<file path="src/rtl/spi_slave_cmd_ctrl_pkg.sv">
// Shared opcodes, FSM state encoding and status bit positions for the SPI slave command sequencer.
package spi_slave_pkg;

   localparam logic [7:0] OP_WRITE_MEM  = 8'h02;
   localparam logic [7:0] OP_READ_MEM   = 8'h0B;
   localparam logic [7:0] OP_SET_WRAP   = 8'h11;
   localparam logic [7:0] OP_CLR_STATUS = 8'h07;

   typedef enum logic [2:0] {
      ST_IDLE,
      ST_CMD,
      ST_ADDR,
      ST_WRDATA,
      ST_RDWAIT,
      ST_WRAP,
      ST_IGNORE
   } state_t;

   // Bit positions inside status = {addr_err, bad_cmd, overflow}
   localparam int STAT_OVERFLOW = 0;
   localparam int STAT_BAD_CMD  = 1;
   localparam int STAT_ADDR_ERR = 2;

endpackage

</file>
<file path="src/rtl/spi_slave_cmd_ctrl_if.sv">
// Front-end and SPI-to-AXI plug signals of the command sequencer; slave = sequencer side.
interface spi_slave_cmd_ctrl_if #(
   parameter int AXI_ADDR_WIDTH = 32
);
   logic                      cs;
   logic [7:0]                cmd;
   logic                      cmd_valid;
   logic [31:0]               word;
   logic                      word_valid;
   logic [AXI_ADDR_WIDTH-1:0] rxtx_addr;
   logic                      rxtx_addr_valid;
   logic                      start_tx;
   logic [31:0]               rx_data;
   logic                      rx_valid;
   logic                      rx_ready;
   logic [15:0]               wrap_length;

   modport slave (
      input  cs, cmd, cmd_valid, word, word_valid, rx_ready,
      output rxtx_addr, rxtx_addr_valid, start_tx, rx_data, rx_valid, wrap_length
   );

   modport master (
      output cs, cmd, cmd_valid, word, word_valid, rx_ready,
      input  rxtx_addr, rxtx_addr_valid, start_tx, rx_data, rx_valid, wrap_length
   );
endinterface

</file>
<file path="src/rtl/spi_slave_cmd_ctrl.sv">
// SPI frame command sequencer: opcode/address decode, plug pulses, 1-entry write buffer, wrap/status regs.
// Optional address window filter enabled by defining SPI_SLAVE_CMD_ADDR_FILTER_EN.
module spi_slave_cmd_ctrl
   import spi_slave_pkg::*;
#(
   parameter int          AXI_ADDR_WIDTH = 32,
   parameter logic [15:0] WRAP_RESET     = 16'h0000,
   parameter logic [31:0] ADDR_BASE      = 32'h1C00_0000,
   parameter logic [31:0] ADDR_SIZE      = 32'h0008_0000
) (
   input  logic                 axi_aclk,
   input  logic                 axi_aresetn,
   spi_slave_cmd_ctrl_if.slave  bus,
   output logic [2:0]           status
);

`ifdef SPI_SLAVE_CMD_ADDR_FILTER_EN
   localparam bit FILTER_EN = 1'b1;
`else
   localparam bit FILTER_EN = 1'b0;
`endif

   // One extra bit so ADDR_BASE + ADDR_SIZE cannot wrap around
   localparam int                CW     = AXI_ADDR_WIDTH + 1;
   localparam logic [CW-1:0]     WIN_LO = CW'(ADDR_BASE);
   localparam logic [CW-1:0]     WIN_HI = CW'(ADDR_BASE) + CW'(ADDR_SIZE);

   state_t                    state_reg;
   logic                      is_read_reg;
   logic [AXI_ADDR_WIDTH-1:0] rxtx_addr_reg;
   logic                      addr_valid_reg;
   logic                      start_tx_reg;
   logic [31:0]               rx_data_reg;
   logic                      rx_valid_reg;
   logic [15:0]               wrap_reg;
   logic [2:0]                status_reg;

   logic [AXI_ADDR_WIDTH-1:0] addr_word;
   logic [CW-1:0]             addr_ext;
   logic                      addr_ok;

   assign addr_word = AXI_ADDR_WIDTH'(bus.word);
   assign addr_ext  = {1'b0, addr_word};
   assign addr_ok   = !FILTER_EN || ((addr_ext >= WIN_LO) && (addr_ext < WIN_HI));

   always_ff @(posedge axi_aclk or negedge axi_aresetn) begin
      if (!axi_aresetn) begin
         state_reg      <= ST_IDLE;
         is_read_reg    <= 1'b0;
         rxtx_addr_reg  <= '0;
         addr_valid_reg <= 1'b0;
         start_tx_reg   <= 1'b0;
         rx_data_reg    <= '0;
         rx_valid_reg   <= 1'b0;
         wrap_reg       <= WRAP_RESET;
         status_reg     <= '0;
      end else begin
         addr_valid_reg <= 1'b0;
         start_tx_reg   <= 1'b0;
         // Drain is independent of the frame so a pending entry survives cs rising
         if (rx_valid_reg && bus.rx_ready)
            rx_valid_reg <= 1'b0;

         if (bus.cs) begin
            state_reg <= ST_IDLE;
         end else begin
            case (state_reg)
               ST_IDLE: state_reg <= ST_CMD;
               ST_CMD: begin
                  if (bus.cmd_valid) begin
                     case (bus.cmd)
                        OP_WRITE_MEM, OP_READ_MEM: begin
                           is_read_reg <= (bus.cmd == OP_READ_MEM);
                           state_reg   <= ST_ADDR;
                        end
                        OP_SET_WRAP: state_reg <= ST_WRAP;
                        OP_CLR_STATUS: begin
                           status_reg <= '0;
                           state_reg  <= ST_IGNORE;
                        end
                        default: begin
                           status_reg[STAT_BAD_CMD] <= 1'b1;
                           state_reg                <= ST_IGNORE;
                        end
                     endcase
                  end
               end
               ST_ADDR: begin
                  if (bus.word_valid) begin
                     if (addr_ok) begin
                        rxtx_addr_reg  <= addr_word;
                        addr_valid_reg <= 1'b1;
                        start_tx_reg   <= is_read_reg;
                        state_reg      <= is_read_reg ? ST_RDWAIT : ST_WRDATA;
                     end else begin
                        status_reg[STAT_ADDR_ERR] <= 1'b1;
                        state_reg                 <= ST_IGNORE;
                     end
                  end
               end
               ST_WRDATA: begin
                  // Later assignment overrides the pop above: push+pop keeps rx_valid high
                  if (bus.word_valid) begin
                     if (!rx_valid_reg || bus.rx_ready) begin
                        rx_data_reg  <= bus.word;
                        rx_valid_reg <= 1'b1;
                     end else begin
                        status_reg[STAT_OVERFLOW] <= 1'b1;
                     end
                  end
               end
               ST_WRAP: begin
                  if (bus.word_valid) begin
                     wrap_reg  <= bus.word[15:0];
                     state_reg <= ST_IGNORE;
                  end
               end
               ST_RDWAIT, ST_IGNORE: state_reg <= state_reg;
               default: state_reg <= ST_IDLE;
            endcase
         end
      end
   end

   assign bus.rxtx_addr       = rxtx_addr_reg;
   assign bus.rxtx_addr_valid = addr_valid_reg;
   assign bus.start_tx        = start_tx_reg;
   assign bus.rx_data         = rx_data_reg;
   assign bus.rx_valid        = rx_valid_reg;
   assign bus.wrap_length     = wrap_reg;
   assign status = {FILTER_EN & status_reg[STAT_ADDR_ERR], status_reg[STAT_BAD_CMD],
                    status_reg[STAT_OVERFLOW]};

endmodule

</file>
<file path="src/flat_wrapper.sv">
// flat-port wrapper written by rule: the top's interface ports become plain ports
module spi_slave_cmd_ctrl_flat import spi_slave_pkg::*;
#(
   parameter int          AXI_ADDR_WIDTH = 32,
   parameter logic [15:0] WRAP_RESET     = 16'h0000,
   parameter logic [31:0] ADDR_BASE      = 32'h1C00_0000,
   parameter logic [31:0] ADDR_SIZE      = 32'h0008_0000
)
  (axi_aclk, axi_aresetn, status, bus_cs, bus_cmd, bus_cmd_valid, bus_word, bus_word_valid, bus_rx_ready, bus_rxtx_addr, bus_rxtx_addr_valid, bus_start_tx, bus_rx_data, bus_rx_valid, bus_wrap_length);
  spi_slave_cmd_ctrl_if #(.AXI_ADDR_WIDTH(AXI_ADDR_WIDTH)) bus_i ();
  input  logic axi_aclk;
  input  logic axi_aresetn;
  output logic [2:0] status;
  input wire logic [$bits(bus_i.cs)-1:0] bus_cs;
  input wire logic [$bits(bus_i.cmd)-1:0] bus_cmd;
  input wire logic [$bits(bus_i.cmd_valid)-1:0] bus_cmd_valid;
  input wire logic [$bits(bus_i.word)-1:0] bus_word;
  input wire logic [$bits(bus_i.word_valid)-1:0] bus_word_valid;
  input wire logic [$bits(bus_i.rx_ready)-1:0] bus_rx_ready;
  output wire logic [$bits(bus_i.rxtx_addr)-1:0] bus_rxtx_addr;
  output wire logic [$bits(bus_i.rxtx_addr_valid)-1:0] bus_rxtx_addr_valid;
  output wire logic [$bits(bus_i.start_tx)-1:0] bus_start_tx;
  output wire logic [$bits(bus_i.rx_data)-1:0] bus_rx_data;
  output wire logic [$bits(bus_i.rx_valid)-1:0] bus_rx_valid;
  output wire logic [$bits(bus_i.wrap_length)-1:0] bus_wrap_length;
  assign bus_i.cs = bus_cs;
  assign bus_i.cmd = bus_cmd;
  assign bus_i.cmd_valid = bus_cmd_valid;
  assign bus_i.word = bus_word;
  assign bus_i.word_valid = bus_word_valid;
  assign bus_i.rx_ready = bus_rx_ready;
  assign bus_rxtx_addr = bus_i.rxtx_addr;
  assign bus_rxtx_addr_valid = bus_i.rxtx_addr_valid;
  assign bus_start_tx = bus_i.start_tx;
  assign bus_rx_data = bus_i.rx_data;
  assign bus_rx_valid = bus_i.rx_valid;
  assign bus_wrap_length = bus_i.wrap_length;
  spi_slave_cmd_ctrl #(.AXI_ADDR_WIDTH(AXI_ADDR_WIDTH), .WRAP_RESET(WRAP_RESET), .ADDR_BASE(ADDR_BASE), .ADDR_SIZE(ADDR_SIZE)) u_core (.axi_aclk(axi_aclk), .axi_aresetn(axi_aresetn), .bus(bus_i), .status(status));
endmodule
</file>
<file path="config.mk">
export PLATFORM = sky130hd
export DESIGN_NAME = spi_slave_cmd_ctrl_flat
export DESIGN_NICKNAME = d
export VERILOG_FILES = /design/src/rtl/spi_slave_cmd_ctrl_pkg.sv /design/src/rtl/spi_slave_cmd_ctrl_if.sv /design/src/rtl/spi_slave_cmd_ctrl.sv /design/src/flat_wrapper.sv
export SDC_FILE = /design/constraint.sdc
export NUM_CORES = 1
export LEC_CHECK = 0
export ABC_AREA = 1
export CAP_MARGIN = 10
export CORE_ASPECT_RATIO = 0.8
export CORE_MARGIN = 1.5
export CORE_UTILIZATION = 40
export DETAILED_ROUTE_END_ITERATION = 7
export PLACE_DENSITY = 0.82
export RECOVER_POWER = 100
export SLEW_MARGIN = 20
export SYNTH_ARGS = -nofsm -noshare
export SYNTH_HDL_FRONTEND = slang
export SYNTH_SLANG_ARGS = --single-unit
export TNS_END_PERCENT = 20
</file>
<file path="constraint.sdc">
create_clock -name axi_aclk -period 2.1 [get_ports axi_aclk]
set_clock_uncertainty 0.2 [all_clocks]
set_input_delay 0.315 -clock axi_aclk [delete_from_list [all_inputs] [get_ports axi_aclk]]
set_output_delay 0.315 -clock axi_aclk [all_outputs]
set_load 0.01 [all_outputs]
</file>
==> impl_results.md, run 1 <==
- Status: complete, but fails checks
- Failing checks: DRC
- Post-synthesis sequential area ratio: 0.584
- CTS resizes: 0
- Number of global-route vias before repair: 3050
- Fin. Hold Viols: 0
- Switch Pwr: 2.23 mW
- CTS tree: done
- Crit path buf inv count: 1
- Footprint of the multi-input gates: 1140 um2
- Drt first pass iters: 8
- Overflow after GRT: 0
- Crit path DAT: 1360 ps
- # IOs: 132
- Crit path launch: u_core.bus.rx_valid
- Root buf cell: clkbuf_16
- CTS Buffer Depth: 2
- Initial core utilization: 0.417
- Fmax: between 500 and 600 MHz
- Worst setup path class: reg -> out
- Hold Crit Class: reg -> reg
- Top delay family on crit path: buffers and inverters
- Final WS setup: 227 ps
- RSZ-0062 raised after global routing: false
- Worst setup SP type: flop
- Inst Count DP: 634
- Number of cells on the critical path: 1
- Critical path, cell by cell: dlygate4sd3_1
- Dpl ws: 160 ps
- Seq pwr share: 0.397
- Drt wl/cell: 13.3 um
- Main synth FF type: dfrtp_1
- Die Width: 112 um
- Reg-to-reg startpoint: u_core.state_reg[1]
- Fin crit share: 0.892
- All-Layer GR Usage: 0.178
- Largest net degree at the start of global routing: 47
- Setup_tns: 0 ps
- Cell Area, Synth: between 3000 and 4000 um2
- H-tree depth: 3
- Synth Instances: 398
- Max IR drop VDD: 0.000520 V
- Number of synthesized flops with an enable pin: 0
- Reg area: 2230 um2
- Shortest period the worst path allows: 1870 ps
- Comb power frac: 0.359
- Reg2Reg Depth: 6
- Reg clk slew, reported paths: 60 ps
- # fillers: 800
- Cell Rows: 31
- Layout Cells excl Fill: between 600 and 700
- CTS sink cnt: 89
- GP Congestion: 0.825
- Routed Antenna Nets: 0
- Slowest stage delay, CP: 640 ps
- Clock power share: 0.244
- Layout cells sized above 1: 0.0989
- FF-to-FF setup slack: 290 ps
- DP HPWL: 6.34 mm
- Reg-to-Reg End: u_core.bus.rx_data[4]
- Drc violations: 10
- Pwr per Cell Area: 1290 nW/um2
- Routed WL: 8.68 mm
- Drt initial violations: 135
- Core Area: 9150 um2
- Fin nets: 577
- Slowest CP cell: dlygate4sd3_1
- Initial antenna violation count: 0
- Worst slew pin tran: 740 ps
- Die area: 10100 um2
- Sw Share: 0.317
- Area grow syn2layout: 42.9%
- Mean Syn Cell Area: 9.59 um2
- Data required, critical path: approximately 1600 ps
- Slew HR: 0.506
- Leak pwr: 2.78 nW
- IO buf count: 130
- Crit. End Element: primary output
- Die height: 90.4 um
- Max-cap violations: 0
- Post-synthesis async set-or-reset flop share: 1.00
- Worst-skew pair later-pin latency: 320 ps
- CP Capture Point: bus_rx_valid
- Via density: 4.70
- Setup violators final: 0
- Ys Warns: 0
- Max Slew Vio Count: 0
- Synth unique cells: 26
- Post-synthesis register bit count: between 80 and 90
- First-pass GRT wire length: 14.5 mm
- P_int: around 4.8 mW
- Fin util: 0.596
- Worst-path fanout max: 3
- Diodes inserted: 0
- Syn Nets: 444
- DR vias: around 3100
- CTS buffer count: 9
[per-stage QoR]
step | instance area (um2) | power, mW | hold slack, ps
6_report | 5450 | 7.04 | 274
5_1_grt | 5450 | 7.52 | 299
4_1_cts | 5550 | 7.55 | 253
3_5_place_dp | 5210 | 5.79 | 58.9
3_3_place_gp | 5210 | 5.68 | 54.3
2_1_floorplan | 3810 | 4.06 | -181
[placed cells by master, fill, tap and decap left out]
cell type	instances
nand4_1	2
o21ai_2	2
and2_2	1
dfrtp_1	89
buf_12	4
clkbuf_2	1
dlygate4sd3_1	87
a21oi_1	11
nand2_1	100
clkinvlp_4	1
o21ai_0	60
conb_1	1
inv_1	48
clkinv_4	1
nand3_4	1
o211ai_1	1
nor2_2	11
a21oi_2	8
inv_6	1
nand3_1	12
nor2_1	22
clkinv_2	1
nor3_1	1
clkbuf_4	1
clkdlybuf4s50_1	43
nor3_4	1
inv_2	2
nor3_2	1
clkbuf_16	9
buf_4	4
clkbuf_8	1
o21ai_1	6
bufinv_16	2
[cells in the mapped netlist, types with 3 or more instances]
cell	n	share of area
a21oi_2	14	0.032
o21ai_0	4	0.0052
dfrtp_1	89	0.58
nor2_1	18	0.018
o21ai_1	50	0.066
nand2_1	100	0.098
inv_2	3	0.0030
nor2_2	14	0.023
a21oi_1	5	0.0066
o21ai_2	14	0.032
inv_1	47	0.046
nand3_1	12	0.016
buf_6	11	0.032
[worst min path at each step]
| stage | startpoint | depth (start not counted) | end | slack [ps] |
|---|---|---|---|---|
| 2_1_floorplan | axi_aresetn | 0 | u_core.bus.rx_data[0] | -180 |
| 3_3_place_gp | axi_aresetn | 1 | u_core.bus.rx_data[11] | 50 |
| 3_5_place_dp | axi_aresetn | 1 | u_core.bus.rx_data[11] | 60 |
| 4_1_cts | axi_aresetn | 2 | u_core.bus.rx_data[11] | 250 |
| 5_1_grt | u_core.bus.rxtx_addr[17] | 2 | u_core.bus.rxtx_addr[17] | 300 |
| 6_report | u_core.status_reg[0] | 2 | u_core.status_reg[0] | 270 |
[power groups by stage]
| stage | combinational (mW) | clock (mW) | sequential (mW) |
|---|---|---|---|
| after CTS | 2.95 | 1.77 | 2.84 |
| after global routing | 2.79 | 1.84 | 2.90 |
| after detailed placement | 2.93 | 0 | 2.85 |
| after floorplan | 0.934 | 0 | 3.13 |
| after global placement | 2.85 | 0 | 2.83 |
| final | 2.53 | 1.72 | 2.79 |
[worst register-to-register path, stage by stage, from the launching register on]
cell and delay, ps:
dfrtp_1 470, nand2_1 130, nor2_1 360, nand3_4 140, buf_4 220, nand2_1 80, o21ai_0 80
[what timing repair did]
action | CTS | global route
buffers inserted | 0 | 0
hold buffers | 1 | 0
hold endpoints to repair | 27 | 0
setup endpoints to repair | 0 | 0
[final cells by class]
type,count,area share
repair buffers,140,0.261
inverters,50,0.0344
flip-flops and latches,89,0.409
clock buffers,10,0.0438
clock inverters,6,0.0165
well taps,115,0.0264
multi-input cells,241,0.209
[logic make-up after synthesis]
kind of cell | after synthesis | share of synthesized area
simple gates | 152 | 0.175
flops | 89 | 0.584
compound gates | 88 | 0.144
buf+inv | 68 | 0.0961
other cells | 1 | 0.000983
[layer usage]
| layer | part of all wire | track usage | vias to the layer above |
|---|---|---|---|
| met4 | 0.0088 | 0.0422 | 0 |
| met3 | 0.079 | 0.0544 | 8 |
| li1 | - | - | 1526 |
| met1 | 0.44 | 0.224 | 1428 |
| met2 | 0.48 | 0.300 | 99 |
| met5 | 0 | 0 | - |
(Power assumes the default switching activity.)
==> inputs of run 2 (changes only) <==
--- a/config.mk
+++ b/config.mk
@@ -6,9 +6,8 @@
 export NUM_CORES = 1
 export LEC_CHECK = 0
 export ABC_AREA = 1
-export CAP_MARGIN = 10
 export CORE_ASPECT_RATIO = 0.8
-export CORE_MARGIN = 1.5
+export CORE_MARGIN = 5
 export CORE_UTILIZATION = 40
 export DETAILED_ROUTE_END_ITERATION = 7
 export PLACE_DENSITY = 0.82
==> constraint.sdc (replaced) <==
create_clock -name axi_aclk -period 2.1 [get_ports axi_aclk]
set_clock_uncertainty 0.2 [all_clocks]
set_input_delay 0.42 -clock axi_aclk [delete_from_list [all_inputs] [get_ports axi_aclk]]
set_output_delay 0.42 -clock axi_aclk [all_outputs]
set_load 0.01 [all_outputs]
==> run 2 against run 1 <==
- the flow now finishes without violations
- combinational power about the same
- count of clock-buffer cells in the layout unchanged
- routed wire length increased by 6.6%
- cell area decreased by 0.73%
- total power decreased by 1.4%
- die area increased by 14%
- sequential power about the same
- worst hold slack got worse by 4.6 ps
- largest power group unchanged
==> impl_results.md, run 2 (synthesis gave the netlist of run 1 again) <==
- Status: finished, final reports clean (was complete, but fails checks)
- Worst setup SP type: flop (unchanged)
- Drt first pass iters: 4 (was 8)
- Most frequent cells in the layout: 99 x nand2_1, 89 x dfrtp_1, 87 x dlygate4sd3_1 (was 100 x nand2_1, 89 x dfrtp_1, 87 x dlygate4sd3_1)
- Die Width: 119 um (was 112 um)
- Diodes inserted: 0 (unchanged)
- Crit path DAT: 1340 ps (was 1360 ps)
- Pwr per Cell Area: 1280 nW/um2 (was 1290 nW/um2)
- H-tree depth: 3 (unchanged)
- DR vias: 3093 (was 3061)
- Routed WL: 9.25 mm (was 8.68 mm)
- Reg-to-Reg End: u_core.bus.rxtx_addr[20] (was u_core.bus.rx_data[4])
- Total power: 6.95 mW (was 7.04 mW)
- Cell Rows: 31 (unchanged)
- Slowest stage delay, CP: 610 ps (was 640 ps)
- Max IR drop VDD: 0.000577 V (was 0.000520 V)
- Drt wl/cell: 14.3 um (was 13.3 um)
- Leading cell type in the layout, fill and taps excluded: nand2_1 (unchanged)
- GP Congestion: 0.835 (was 0.825)
- Root buf cell: clkbuf_16 (unchanged)
- Crit path buf inv count: 1 (unchanged)
- Fin crit share: 0.934 (was 0.892)
- Fmax: 510 MHz (was 534 MHz)
- Reg area: 2230 um2 (unchanged)
- Worst setup path class: reg -> out (unchanged)
- Max Slew Vio Count: 0 (unchanged)
- DP HPWL: 6.91 mm (was 6.34 mm)
- CTS resizes: 0 (unchanged)
- Number of cells on the critical path: 1 (unchanged)
- Data required, critical path: 1480 ps (was 1580 ps)
- Initial antenna violation count: 0 (unchanged)
- Fin. Hold Viols: 0 (unchanged)
- Worst-path fanout max: 2 (was 3)
- Number of global-route vias before repair: 3163 (was 3050)
- CTS sink cnt: 89 (unchanged)
- Die area: 11600 um2 (was 10100 um2)
- # fillers: 838 (was 800)
- Largest net degree at the start of global routing: 54 (was 47)
- Slowest CP cell: dlygate4sd3_1 (unchanged)
- Setup violators final: 0 (unchanged)
- Reg2Reg Depth: 6 (unchanged)
- # IOs: 132 (unchanged)
- Footprint of the multi-input gates: 1130 um2 (was 1140 um2)
- Fin Hold WS: 269 ps (was 274 ps)
- CTS tree: done (unchanged)
- Critical path, cell by cell: dlygate4sd3_1 (unchanged)
- Setup_tns: 0 ps (unchanged)
- Reg-to-reg startpoint: u_core.state_reg[1] (unchanged)
- Reg clk slew, reported paths: 60 ps (about the same)
- Die height: 97.4 um (was 90.4 um)
- FF-to-FF setup slack: 230 ps (was 290 ps)
- Layout cells sized above 1: 0.0899 (was 0.0989)
- Max-cap violations: 0 (unchanged)
- Initial core utilization: 0.415 (was 0.417)
- Routed Antenna Nets: 0 (unchanged)
- All-Layer GR Usage: 0.166 (was 0.178)
- Area grow syn2layout: 41.8% (was 42.9%)
- Shortest period the worst path allows: 1960 ps (was 1870 ps)
- Worst slew pin tran: 956 ps (was 740 ps)
- Crit. End Element: primary output (unchanged)
- Fin util: 0.589 (was 0.596)
- Hold path depth: 2 (unchanged)
- CTS buffer count: 9 (unchanged)
- RSZ-0062 raised after global routing: false (unchanged)
- Drt initial violations: 159 (was 135)
- IO buf count: 130 (unchanged)
- Fin nets: 576 (was 577)
- Slew HR: 0.363 (was 0.506)
- Top delay family on crit path: buffers and inverters (unchanged)
- Hold Crit Class: reg -> reg (unchanged)
- Leak pwr: 2.75 nW (was 2.78 nW)
- Overflow after GRT: 0 (unchanged)
- CTS Buffer Depth: 2 (unchanged)
- Worst-skew pair later-pin latency: 320 ps (about the same)
- Drc violations: 0 (was 10)
- CP Capture Point: bus_wrap_length[12] (was bus_rx_valid)
- Via density: 4.77 (was 4.70)
- Core Area: 9190 um2 (was 9150 um2)
- First-pass GRT wire length: 15.8 mm (was 14.5 mm)
- Crit path launch: u_core.bus.wrap_length[12] (was u_core.bus.rx_valid)
## run 2: repair_timing
action                                 4_1_cts  5_1_grt
setup buffers                                0        0
hold buffers                                 1        0
endpoints found under the hold margin       36        0
## run 2: through the flow
| stage | setup slack, ps | std cells | cell area [um2] |
|---|---|---|---|
| detailed placement | 97.2 | 633 | 5200 |
| global route | 87.1 | 649 | 5410 |
| floorplan | 564 | 398 | 3810 |
| CTS | 190 | 649 | 5520 |
| global placement | 117 | 633 | 5200 |
| finish | 139 | 649 | 5410 |
## run 2: layout make-up
class / instances / area share
Sequential cell: 89 / 0.412
Timing Repair Buffer: 139 / 0.262
Multi-Input combinational cell: 241 / 0.209
Clock buffer: 10 / 0.0442
Inverter: 50 / 0.0347
Tap cell: 115 / 0.0266
Clock inverter: 5 / 0.0118
## run 2: worst min-delay path by stage
stage                         startpoint                     end  slack, ps
floorplan                    axi_aresetn   u_core.bus.rx_data[0]        -80
global placement             axi_aresetn  u_core.bus.rx_data[13]        210
detailed placement           axi_aresetn  u_core.bus.rx_data[15]        220
CTS                 u_core.status_reg[0]    u_core.status_reg[0]        280
global route        u_core.status_reg[1]    u_core.status_reg[1]        310
finish              u_core.status_reg[0]    u_core.status_reg[0]        270
## run 2: power by group
| part | leakage, nW | switching [mW] | internal, mW | total [mW] |
|---|---|---|---|---|
| Sequential | 1.17 | 0.413 | 2.40 | 2.81 |
| Clock | 0.145 | 0.646 | 0.956 | 1.60 |
| Combinational | 1.43 | 1.21 | 1.32 | 2.53 |
## run 2: routing by layer
metal,part of all wire,vias to the layer above,track usage
li1,-,1515,-
met1,0.43,1451,0.212
met2,0.47,118,0.268
met3,0.090,9,0.0623
met4,0.0086,0,0.0374
met5,0,-,0
==> inputs of run 3 (changes only) <==
--- a/config.mk
+++ b/config.mk
@@ -12,7 +12,7 @@
 export DETAILED_ROUTE_END_ITERATION = 7
 export PLACE_DENSITY = 0.82
 export RECOVER_POWER = 100
-export SLEW_MARGIN = 20
+export SLEW_MARGIN = 10
 export SYNTH_ARGS = -nofsm -noshare
 export SYNTH_HDL_FRONTEND = slang
 export SYNTH_SLANG_ARGS = --single-unit
==> results of run 3 <==
Same layout as run 2: the final DEF is identical, and so are final timing and power.
